File: src/rtl/timer_sched_pkg.sv
// timer_sched shared types and configuration.
// CSR operand types, block address map and scheduler states.
package timer_sched_pkg;

   typedef logic [31:0] word;
   typedef logic [4:0]  r;
   typedef logic [11:0] CsrAddrT;

   typedef enum logic [2:0] {
      CSR_NONE = 3'b000,
      CSRRW    = 3'b001,
      CSRRS    = 3'b010,
      CSRRC    = 3'b011,
      CSRRWI   = 3'b101,
      CSRRSI   = 3'b110,
      CSRRCI   = 3'b111
   } csr_op_t;

   localparam CsrAddrT TimerSchedCsrBase = 12'h7C0;
   localparam int      TimerSchedSlots   = 4;

   typedef logic [1:0] SchedStateT;

   localparam SchedStateT ST_IDLE  = 2'd0;
   localparam SchedStateT ST_SCAN  = 2'd1;
   localparam SchedStateT ST_WATCH = 2'd2;

endpackage

File: src/rtl/timer_sched_scan.sv
// Sequential wrap-aware minimum finder over armed deadlines.
// One slot per cycle; the last slot is merged combinationally.
module timer_sched_scan
   import timer_sched_pkg::*;
#(
   parameter int NumSlots = TimerSchedSlots,
   parameter int IdxW     = $clog2(NumSlots)
) (
   input  logic                clk,
   input  logic                reset,
   input  logic                i_start,
   input  logic [NumSlots-1:0] i_armed,
   input  word                 i_deadline [NumSlots],
   output logic                o_done,
   output logic                o_valid,
   output logic [IdxW-1:0]     o_idx,
   output word                 o_deadline
);

   logic            r_busy;
   logic            r_found;
   logic [IdxW-1:0] r_idx;
   logic [IdxW-1:0] r_best_idx;
   word             r_best_dl;

   word             w_dl;
   word             w_diff;
   logic            w_cand;
   logic            w_last;

   // strict less-than keeps the lowest index on ties
   assign w_dl       = i_deadline[r_idx];
   assign w_diff     = w_dl - r_best_dl;
   assign w_cand     = i_armed[r_idx] &&
                       (!r_found || $signed(w_diff) < 0);
   assign w_last     = r_busy &&
                       (r_idx == IdxW'(NumSlots - 1));
   assign o_done     = w_last;
   assign o_valid    = r_found || w_cand;
   assign o_idx      = w_cand ? r_idx : r_best_idx;
   assign o_deadline = w_cand ? w_dl : r_best_dl;

   // walk slots, tracking the earliest armed deadline so far
   always_ff @(posedge clk or negedge reset) begin
      if (!reset) begin
         r_busy     <= 1'b0;
         r_found    <= 1'b0;
         r_idx      <= '0;
         r_best_idx <= '0;
         r_best_dl  <= '0;
      end else if (i_start) begin
         r_busy  <= 1'b1;
         r_found <= 1'b0;
         r_idx   <= '0;
      end else if (r_busy) begin
         if (w_cand) begin
            r_found    <= 1'b1;
            r_best_idx <= r_idx;
            r_best_dl  <= w_dl;
         end
         if (w_last) begin
            r_busy <= 1'b0;
         end else begin
            r_idx <= r_idx + 1'b1;
         end
      end
   end

endmodule

File: src/rtl/timer_sched.sv
// Deadline scheduler sharing one monotonic timer among slots.
// CSR decode, deadline/mask storage and the IDLE/SCAN/WATCH FSM.
module timer_sched
   import timer_sched_pkg::*;
#(
   parameter int      NumSlots = TimerSchedSlots,
   parameter CsrAddrT CsrBase  = TimerSchedCsrBase
) (
   input  logic                clk,
   input  logic                reset,
   input  logic                csr_enable,
   input  CsrAddrT             csr_addr,
   input  csr_op_t             csr_op,
   input  r                    rs1_zimm,
   input  word                 rs1_data,
   input  word                 mono_timer,
   output logic [NumSlots-1:0] pend,
   output word                 csr_out
);

   localparam int      IdxW    = $clog2(NumSlots);
   localparam CsrAddrT MaskOff = CsrAddrT'(NumSlots);
   localparam CsrAddrT StatOff = CsrAddrT'(NumSlots + 1);

   word                 r_dl [NumSlots];
   logic [NumSlots-1:0] r_mask;
   logic [NumSlots-1:0] r_pend;
   SchedStateT          r_state;
   logic                r_valid;
   logic [IdxW-1:0]     r_best_idx;
   word                 r_best_dl;

   CsrAddrT             w_off;
   logic [IdxW-1:0]     w_slot;
   logic                w_is_dl;
   logic                w_is_mask;
   logic                w_wr;
   logic                w_imm;
   logic                w_rw;
   word                 w_src;
   logic [NumSlots-1:0] w_srcm;
   word                 w_old;
   word                 w_new;
   logic [NumSlots-1:0] w_mask_n;
   word                 w_diff;
   logic                w_expired;
   logic                w_tgt;
   logic                w_fire;
   logic                w_start;
   SchedStateT          w_state_n;
   logic                w_done;
   logic                w_sc_valid;
   logic [IdxW-1:0]     w_sc_idx;
   word                 w_sc_dl;

   assign w_off     = csr_addr - CsrBase;
   assign w_slot    = w_off[IdxW-1:0];
   assign w_is_dl   = csr_enable && (w_off < MaskOff);
   assign w_is_mask = csr_enable && (w_off == MaskOff);
   assign w_wr      = w_is_dl || w_is_mask;

   assign w_imm = (csr_op == CSRRWI) || (csr_op == CSRRSI) ||
                  (csr_op == CSRRCI);
   assign w_rw  = (csr_op == CSRRW) || (csr_op == CSRRWI);
   assign w_src = w_imm ? {27'b0, rs1_zimm} : rs1_data;
   assign w_srcm = w_src[NumSlots-1:0];

   // pre-write read value of the addressed register
   always_comb begin
      w_old = '0;
      if (w_off < MaskOff) begin
         w_old = r_dl[w_slot];
      end else if (w_off == MaskOff) begin
         w_old = 32'(r_mask);
      end else if (w_off == StatOff) begin
         w_old = {22'b0, r_state, 4'(r_best_idx),
                  3'b0, r_valid};
      end
   end

   assign csr_out = w_old;

   // CSR read-modify-write result
   always_comb begin
      case (csr_op)
         CSRRW, CSRRWI: w_new = w_src;
         CSRRS, CSRRSI: w_new = w_old | w_src;
         CSRRC, CSRRCI: w_new = w_old & ~w_src;
         default:       w_new = w_old;
      endcase
   end

   // wrap-aware expiry; a write aimed at the winner suppresses it
   assign w_diff    = mono_timer - r_best_dl;
   assign w_expired = (r_state == ST_WATCH) &&
                      ($signed(w_diff) >= 0);
   assign w_tgt     = (w_is_dl && (w_slot == r_best_idx)) ||
                      (w_is_mask && (w_rw || w_srcm[r_best_idx]));
   assign w_fire    = w_expired && !w_tgt;
   assign w_start   = w_wr || w_fire;

   // next armed mask: write, deadline arm, expiry disarm
   always_comb begin
      w_mask_n = r_mask;
      if (w_is_mask) begin
         w_mask_n = w_new[NumSlots-1:0];
      end
      if (w_is_dl) begin
         w_mask_n[w_slot] = 1'b1;
      end
      if (w_fire) begin
         w_mask_n[r_best_idx] = 1'b0;
      end
   end

   // FSM next state
   always_comb begin
      w_state_n = r_state;
      if (w_start) begin
         w_state_n = ST_SCAN;
      end else if ((r_state == ST_SCAN) && w_done) begin
         w_state_n = w_sc_valid ? ST_WATCH : ST_IDLE;
      end
   end

   // deadline and mask registers
   always_ff @(posedge clk or negedge reset) begin
      if (!reset) begin
         for (int k = 0; k < NumSlots; k++) begin
            r_dl[k] <= '0;
         end
         r_mask <= '0;
      end else begin
         if (w_is_dl) begin
            r_dl[w_slot] <= w_new;
         end
         r_mask <= w_mask_n;
      end
   end

   // state, latched winner and registered pend pulse
   always_ff @(posedge clk or negedge reset) begin
      if (!reset) begin
         r_state    <= ST_IDLE;
         r_valid    <= 1'b0;
         r_best_idx <= '0;
         r_best_dl  <= '0;
         r_pend     <= '0;
      end else begin
         r_state <= w_state_n;
         r_pend  <= '0;
         if (w_fire) begin
            r_pend[r_best_idx] <= 1'b1;
         end
         if (w_start) begin
            r_valid <= 1'b0;
         end else if ((r_state == ST_SCAN) && w_done) begin
            r_valid    <= w_sc_valid;
            r_best_idx <= w_sc_idx;
            r_best_dl  <= w_sc_dl;
         end
      end
   end

   assign pend = r_pend;

   timer_sched_scan #(
      .NumSlots (NumSlots),
      .IdxW     (IdxW)
   ) u_scan (
      .clk        (clk),
      .reset      (reset),
      .i_start    (w_start),
      .i_armed    (r_mask),
      .i_deadline (r_dl),
      .o_done     (w_done),
      .o_valid    (w_sc_valid),
      .o_idx      (w_sc_idx),
      .o_deadline (w_sc_dl)
   );

endmodule

File: config.mk
export PLATFORM = sky130hd
export DESIGN_NAME = timer_sched
export DESIGN_NICKNAME = d
export VERILOG_FILES = /design/src/rtl/timer_sched_pkg.sv /design/src/rtl/timer_sched_scan.sv /design/src/rtl/timer_sched.sv
export SDC_FILE = /design/constraint.sdc
export NUM_CORES = 1
export LEC_CHECK = 0
export CAP_MARGIN = 25
export CORE_MARGIN = 1
export CORE_UTILIZATION = 47
export DETAILED_ROUTE_END_ITERATION = 7
export DONT_BUFFER_PORTS = 1
export HOLD_SLACK_MARGIN = 0.08
export PLACE_DENSITY = 0.67
export RECOVER_POWER = 25
export SYNTH_ARGS = -nofsm -noshare
export SYNTH_HDL_FRONTEND = slang
export SYNTH_SLANG_ARGS = --single-unit
File: constraint.sdc
create_clock -name clk -period 4.4 [get_ports clk]
set_input_delay 0 -clock clk [delete_from_list [all_inputs] [get_ports clk]]
set_output_delay 0 -clock clk [all_outputs]
set_load 0.02 [all_outputs]
# ---- Yosys cells after proc, flatten, opt, wreduce, memory -nomap -nowiden
# Index checks and enable logic that the tools add are counted.
dict set report totals {
  register_bits 211
  latch_bits 0
  ram_bits 0
  romBits 0
  inputBits 87
  output_inout_bits 36
  word_cells 127
  mem_count 0
}
dict set report op_classes {
  addsub 4
  multipliers 0
  div_mod_pow 0
  n_lt_le_gt_ge 11
  n_eq_ne 13
  shifts 0
  n_mux 42
  bitwise 9
  reduce_logical 33
}
# operator n
set ops {}
lappend ops {{$mux 32} 8}
lappend ops {{$bmux 32 s2} 2}
lappend ops {{$bwmux 128} 1}
lappend ops {{$pmux 32 s3} 1}
lappend ops {{$demux 32 s2} 1}
lappend ops {{$sub 32x32->32} 2}
lappend ops {{$and 32x32->32} 1}
lappend ops {{$ge 32x1->1 const B} 1}
lappend ops {{$lt 32x1->1 const B} 1}
lappend ops {{$not 32->32} 1}
lappend ops {{$or 32x32->32} 1}
lappend ops {{$eq 12x3->1 const B} 2}
lappend ops {{$mux 10} 2}
lappend ops {{$mux 4} 4}
lappend ops {{$mux 2} 7}
lappend ops {{$logic_and 1x1->1} 12}
lappend ops {{$lt 12x3->1 const B} 1}
lappend ops {{$mux 1} 12}
lappend ops {{$sub 12x11->12 const B} 1}
lappend ops {{$eq 3x3->1 const B} 3}
lappend ops {{$logic_or 1x1->1} 9}
lappend ops {{$lt 2x3->1 const B} 3}
lappend ops {{$reduce_and 2->1} 4}
lappend ops {{$eq 3x2->1 const B} 2}
lappend ops {{19 further kinds} 30}

# ---- Depth between registers and ports, before layout
dict set report depth {
  depth_word 14
  depth_mapped 14
  ltp_nobuf 10
}

# ---- Modules after synthesis
# Synthesis repeated with hierarchy kept, for this count alone.
dict set report unflattened {
  cells_unflattened 1524
  hier_area_um2 14370.0
}
# module instances cells_per_inst area_each_um2 seq_area_each_um2
set modules_own_cells {}
lappend modules_own_cells {timer_sched 1 939 9150.0 4304.1}
lappend modules_own_cells {timer_sched_scan 1 585 5220.0 950.9}

# ---- Worst setup path after synthesis
# Ideal clock, no wire load.
dict set report synth_path {
  path_kind {reg2reg}
  from {reg u_scan.r_idx[0]}
  to {reg u_scan.r_best_dl[10]}
  setup_time_ns 0.125
  arrival_ns 3.860
  required_time_ns 4.275
  setup_slack_ns 0.415
  stages_incl_launch_ff 14
  n_path_buf 3
  synth_period_minus_slack_ns 3.985
  cell_sequence {dfrtp_1 > buf_6 > buf_1 > mux4_2 > ha_1 > and4_1 > nor4bb_1 > nand3_1 > o32ai_1 > mux2_4 > nand2_4 > nor3_4 > buf_6 > mux2_4}
}
dict set report synth_between {
  elab_chain_len 9
  elab_cells_between_ends 11
  classes_between {add/sub: 1; order compare: 1; mux: 6; bitwise: 1; reduce/logical: 2}
}
# item line_no
set synth_lines {}
lappend synth_lines {{from (decl)} timer_sched_scan.sv:22} ;# logic [IdxW-1:0] r_idx;
lappend synth_lines {{from (signal assigned)} timer_sched_scan.sv:64} ;# r_idx <= r_idx + 1'b1;
lappend synth_lines {{$not 2->3 (not written as such)} timer_sched_scan.sv:32} ;# assign w_dl = i_deadline[r_idx];
lappend synth_lines {{$bmux 32 s2} timer_sched_scan.sv:32}
lappend synth_lines {{$mux 32 (not written as such) (2 in a row)} timer_sched_scan.sv:32}
lappend synth_lines {{$sub 32x32->32} timer_sched_scan.sv:33} ;# assign w_diff = w_dl - r_best_dl;
lappend synth_lines {{$lt 32x1->1} timer_sched_scan.sv:35} ;# (!r_found || $signed(w_diff) < 0);
lappend synth_lines {{$logic_or 1x1->1} timer_sched_scan.sv:35}
lappend synth_lines {{$logic_and 1x1->1} timer_sched_scan.sv:34} ;# assign w_cand = i_armed[r_idx] &&
lappend synth_lines {{$mux 32 *} --}
lappend synth_lines {{to (signal assigned)} timer_sched_scan.sv:59} ;# r_best_dl <= w_dl;
lappend synth_lines {{to (decl)} timer_sched_scan.sv:24} ;# word r_best_dl;
# Every way passes the cells marked *; elsewhere a longest branch is shown, timed or not. The select of a mux whose other input is x is not followed.
# A chain may end at the register's enable or synchronous reset.

# ---- Final worst setup path
dict set report layout_path {
  from {reg u_scan.r_idx[0]}
  to {reg r_best_idx[1]}
}
dict set report layout_between {
  elab_chain_len 9
  elab_cells_between_ends 15
  classes_between {add/sub: 1; order compare: 1; eq/ne: 1; mux: 6; bitwise: 1; reduce/logical: 5}
}
# item line_no
set layout_lines {}
lappend layout_lines {{$not 2->3 (not written as such)} timer_sched_scan.sv:32}
lappend layout_lines {{$bmux 32 s2} timer_sched_scan.sv:32}
lappend layout_lines {{$mux 32 (not written as such) (2 in a row)} timer_sched_scan.sv:32}
lappend layout_lines {{$sub 32x32->32} timer_sched_scan.sv:33}
lappend layout_lines {{$lt 32x1->1} timer_sched_scan.sv:35}
lappend layout_lines {{$logic_or 1x1->1} timer_sched_scan.sv:35}
lappend layout_lines {{$logic_and 1x1->1} timer_sched_scan.sv:34}
lappend layout_lines {{$mux 2} --}
lappend layout_lines {{to (signal assigned)} timer_sched.sv:159} ;# r_best_idx <= w_sc_idx;
lappend layout_lines {{to (decl)} timer_sched.sv:30} ;# logic [IdxW-1:0] r_best_idx;
# Several ways; a longest one is shown, not always the timed one. The select of a mux whose other input is x is not followed.

==> metrics.md <==
| Metric | Value |
|---|---|
| Remaining DRCs | 9 |
| Initial DRC count | about 600 |
| YS warnings | 0 |
| Via count | 9,036 |
| Worst VDD drop | 0.244 mV |
| Setup bufs post-CTS | 0 |
| GR Layer Usage met2 | 37.0% |
| Dpl ws | between 0.3 and 0.4 ns |
| Crit. End Element | flip-flop |
| Port bufs | 0 |
| Initial antenna violation count | 1 |
| Top post-synthesis cells by area | dfrtp_1 (42%), mux4_2 (11%), mux2_2 (11%) |
| Global-route track usage on met1 | 33.5% |
| Die Width | 165 microns |
| Post-synth design cell area | 12,500 sq um |
| Synth async-reset ratio | 100% |
| CTS H-Tree Depth | 1 |
| Top Usage Layer GRT | met2 |
| Final setup violation count | 0 |
| Final hold viol count | 210 |
| Leak Pwr | between 0.006 and 0.007 uW |
| Crit-path max cell delay | 0.60 ns |
| DIE AREA | 27,300 sq um |
| Top FF cell, synth | dfrtp_1 |
| Core ar. | 26,100 sq um |
| Skew final | about 0.013 ns |
| Met3 Track Usage GR | 4.32% |
| Clock Latency Late Sink | 0.52 ns |
| CTS resizes | 0 |
| Power Dens Cells | 377 nW/um^2 |
| Post-synth EDFFs | 0 |
| Synth top area share | 41.9% |
| Status | complete, but fails checks |
| DRT Wirelength | 31,000 microns |
| Hold Buf Count CTS | 49 |
| Crit path cell chain | buf_12, mux4_2, ha_1, nand4_1, nor4bb_1, nand3_1, o32ai_1, mux2_4, nand2_4, buf_4, mux2i_1, o21ai_0 |
| Setup Crit Path Kind | flip-flop to flip-flop |
| Die Ht | 165 microns |
| Detail Route Antenna Nets | 0 |
| Vias per inst | 6.08 |
| Slew margin rel. | 40.3% |
| Area growth, synth to finish | 12.8% |
| Critical path launch point type | flip-flop |
| Pre-Repair DR Iteration Count | 6 |
| Period minus WS final | 3.96 ns |
| GPL Wtd Cong | 0.837 |
| Slew Limit Fails | 0 |
| Distinct cells, synth | 62 |
| Layout cells sized above 1 | 23.2% |
| Power Total | 5340 uW |
| Reg clk slew, reported paths | 0.06 ns |
| Nets@finish | 1,282 |
| Post-route setup slack | roughly 0.44 ns |
| Max-Cap Viols | 0 |
| Syn nets | 1,261 |
| FMAX | 0.252 GHz |
| Gr ovfl total | 0 |
| CTS buffer count | 24 |
| Number of synthesized register bits | 210 |
| Unrepaired setup endpoints after global routing | false |
| Min Hold Slack | -0.811 ns |
| Initial Utilization | between 40 and 50% |
| Violated checks | design-rule violations, negative hold slack |
| CTS tree | built |
| Largest net degree at the start of global routing | around 210 |
| Clock root buffer | clkbuf_16 |
| Period utilisation layout | around 90% |
| Yosys top cell by area | dfrtp_1 |
| Hold Crit Class | primary input to async pin |
| Critical Path AT | 4.33 ns |
| Sinks on Clock Net | between 200 and 250 |
| GRT Total Usage | 23.5% |
| Worst-Margin Slew | ~0.9 ns |
| Setup_tns | 0 ns |
| Dpl hpwl | 20,700 microns |
| Post-layout util | a little over half |
| First-pass GRT wire length | slightly below 50,000 microns |
| Worst EP required | 4.76 ns |
| Io pins | 123 |
| Crit path max fanout | 32 |
| Vias in the first global route | 9,002 |
| Cell count after synthesis | about 1,100 |
| Post-DR wirelength/cell | around 21 microns |
| Site row count | 59 |
| Cell with the largest stage delay on the worst path | dfrtp_2 |
| Seq/Total Area, Yosys | a little over two fifths |
| Mapped Avg Cell Area | 11.3 sq um |
| CTS Buffer Depth | 3 |
==> cell usage after synthesis (13+ instances only) <==
cell type,instances
nand3_1,14
clkbuf_1,44
mux2_2,126
ha_1,62
mux4_2,64
nor2_1,46
a211oi_1,35
o21ai_0,42
a22oi_1,31
mux2i_1,13
a31oi_1,28
dfrtp_1,210
and2_1,26
a21oi_1,61
nand2_1,106
inv_1,76
==> logic make-up (layout without fill, tap and decap cells) <==
family	after synthesis	count (layout)	synth area share [%]
other	0	1	0
adder cells (fa/ha/maj)	62	62	6.19
buffers and inverters	147	184	4.77
flip-flops	210	210	41.9
multiplexers	224	224	26.1
XOR/XNOR	5	5	0.349
AND/OR/NAND/NOR	235	235	9.10
AO/OA/AOI/OAI	229	229	11.6
==> critical path, delay by kind of cell (launching register included) <==
| family | cells | cell delay [ns] |
|---|---|---|
| multiplexers | 3 | 1.16 |
| adder cells (fa/ha/maj) | 1 | 0.34 |
| flip-flops | 1 | 0.60 |
| AND/OR/NAND/NOR | 4 | 0.76 |
| buffers and inverters | 2 | 0.59 |
| AO/OA/AOI/OAI | 2 | 0.31 |
==> worst paths after layout <==
| check | from | endpoint | slack [ns] | cells past startpoint |
|---|---|---|---|---|
| worst max register to register | u_scan.r_idx[0] | r_best_idx[1] | 0.44 | 12 |
| max in group asynchronous | reset | r_best_dl[4] | 4.84 | 0 |
| worst min register to register | r_best_dl[0] | r_best_dl[0] | 0.50 | 2 |
| worst min-delay path | reset | r_dl[36] | -0.81 | 0 |
| worst max-delay path | u_scan.r_idx[0] | r_best_idx[1] | 0.44 | 12 |
| min in group clk | csr_enable | r_mask[3] | 0.10 | 3 |
==> cell usage in the layout (no fill, tap or decap), types with 31 or more instances in the layout <==
cell type,instances
dfrtp_1,209
mux2_2,126
nand2_1,106
inv_1,76
mux4_2,64
ha_1,62
a21oi_1,61
dlygate4sd3_1,49
nor2_1,45
o21ai_0,42
a211oi_1,35
a22oi_1,31
==> flip-flops by register name, summed over array words and instances, names as in the netlist <==
register           cells
u_scan.r_found         1
pend                   4
r_best_idx             2
r_state                2
r_mask                 4
u_scan.r_best_idx      2
r_best_dl             32
u_scan.r_best_dl      32
u_scan.r_idx           2
u_scan.r_busy          1
r_dl                 128
==> final cells by class <==
cell class / count / area, sq um
Tap cell: 335 / 419
Clock inverter: 5 / 81.3
Sequential cell: 210 / 5260
Inverter: 77 / 289
Timing Repair Buffer: 65 / 681
Antenna cell: 1 / 2.50
Multi-Input combinational cell: 755 / 6690
Clock buffer: 37 / 731
Fill cell: 2246 / 12000
==> where the power goes <==
| part | internal [uW] | switching (uW) |
|---|---|---|
| logic | 507 | 598 |
| registers | 2090 | 97.0 |
| clock network | 1250 | 791 |
| total | 3850 | 1490 |
==> per-stage QoR <==
step	hold WS, ns	area [sq um]	cells
floorplan	-0.296	12500	1112
finish	-0.811	14100	1485
global route	-0.823	14100	1485
CTS	-0.827	14100	1484
global placement	-0.278	12800	1392
detailed placement	-0.280	12800	1393
==> metal layers <==
layer / wire [microns] / part of all wire [%] / vias to the layer above
li1: - / - / 4159
met1: 14200 / 46 / 4565
met2: 14200 / 46 / 257
met3: 1890 / 6.1 / 53
met4: 650 / 2.1 / 2
met5: 49 / 0.16 / -
No activity file was read; power rests on OpenSTA's default activity.
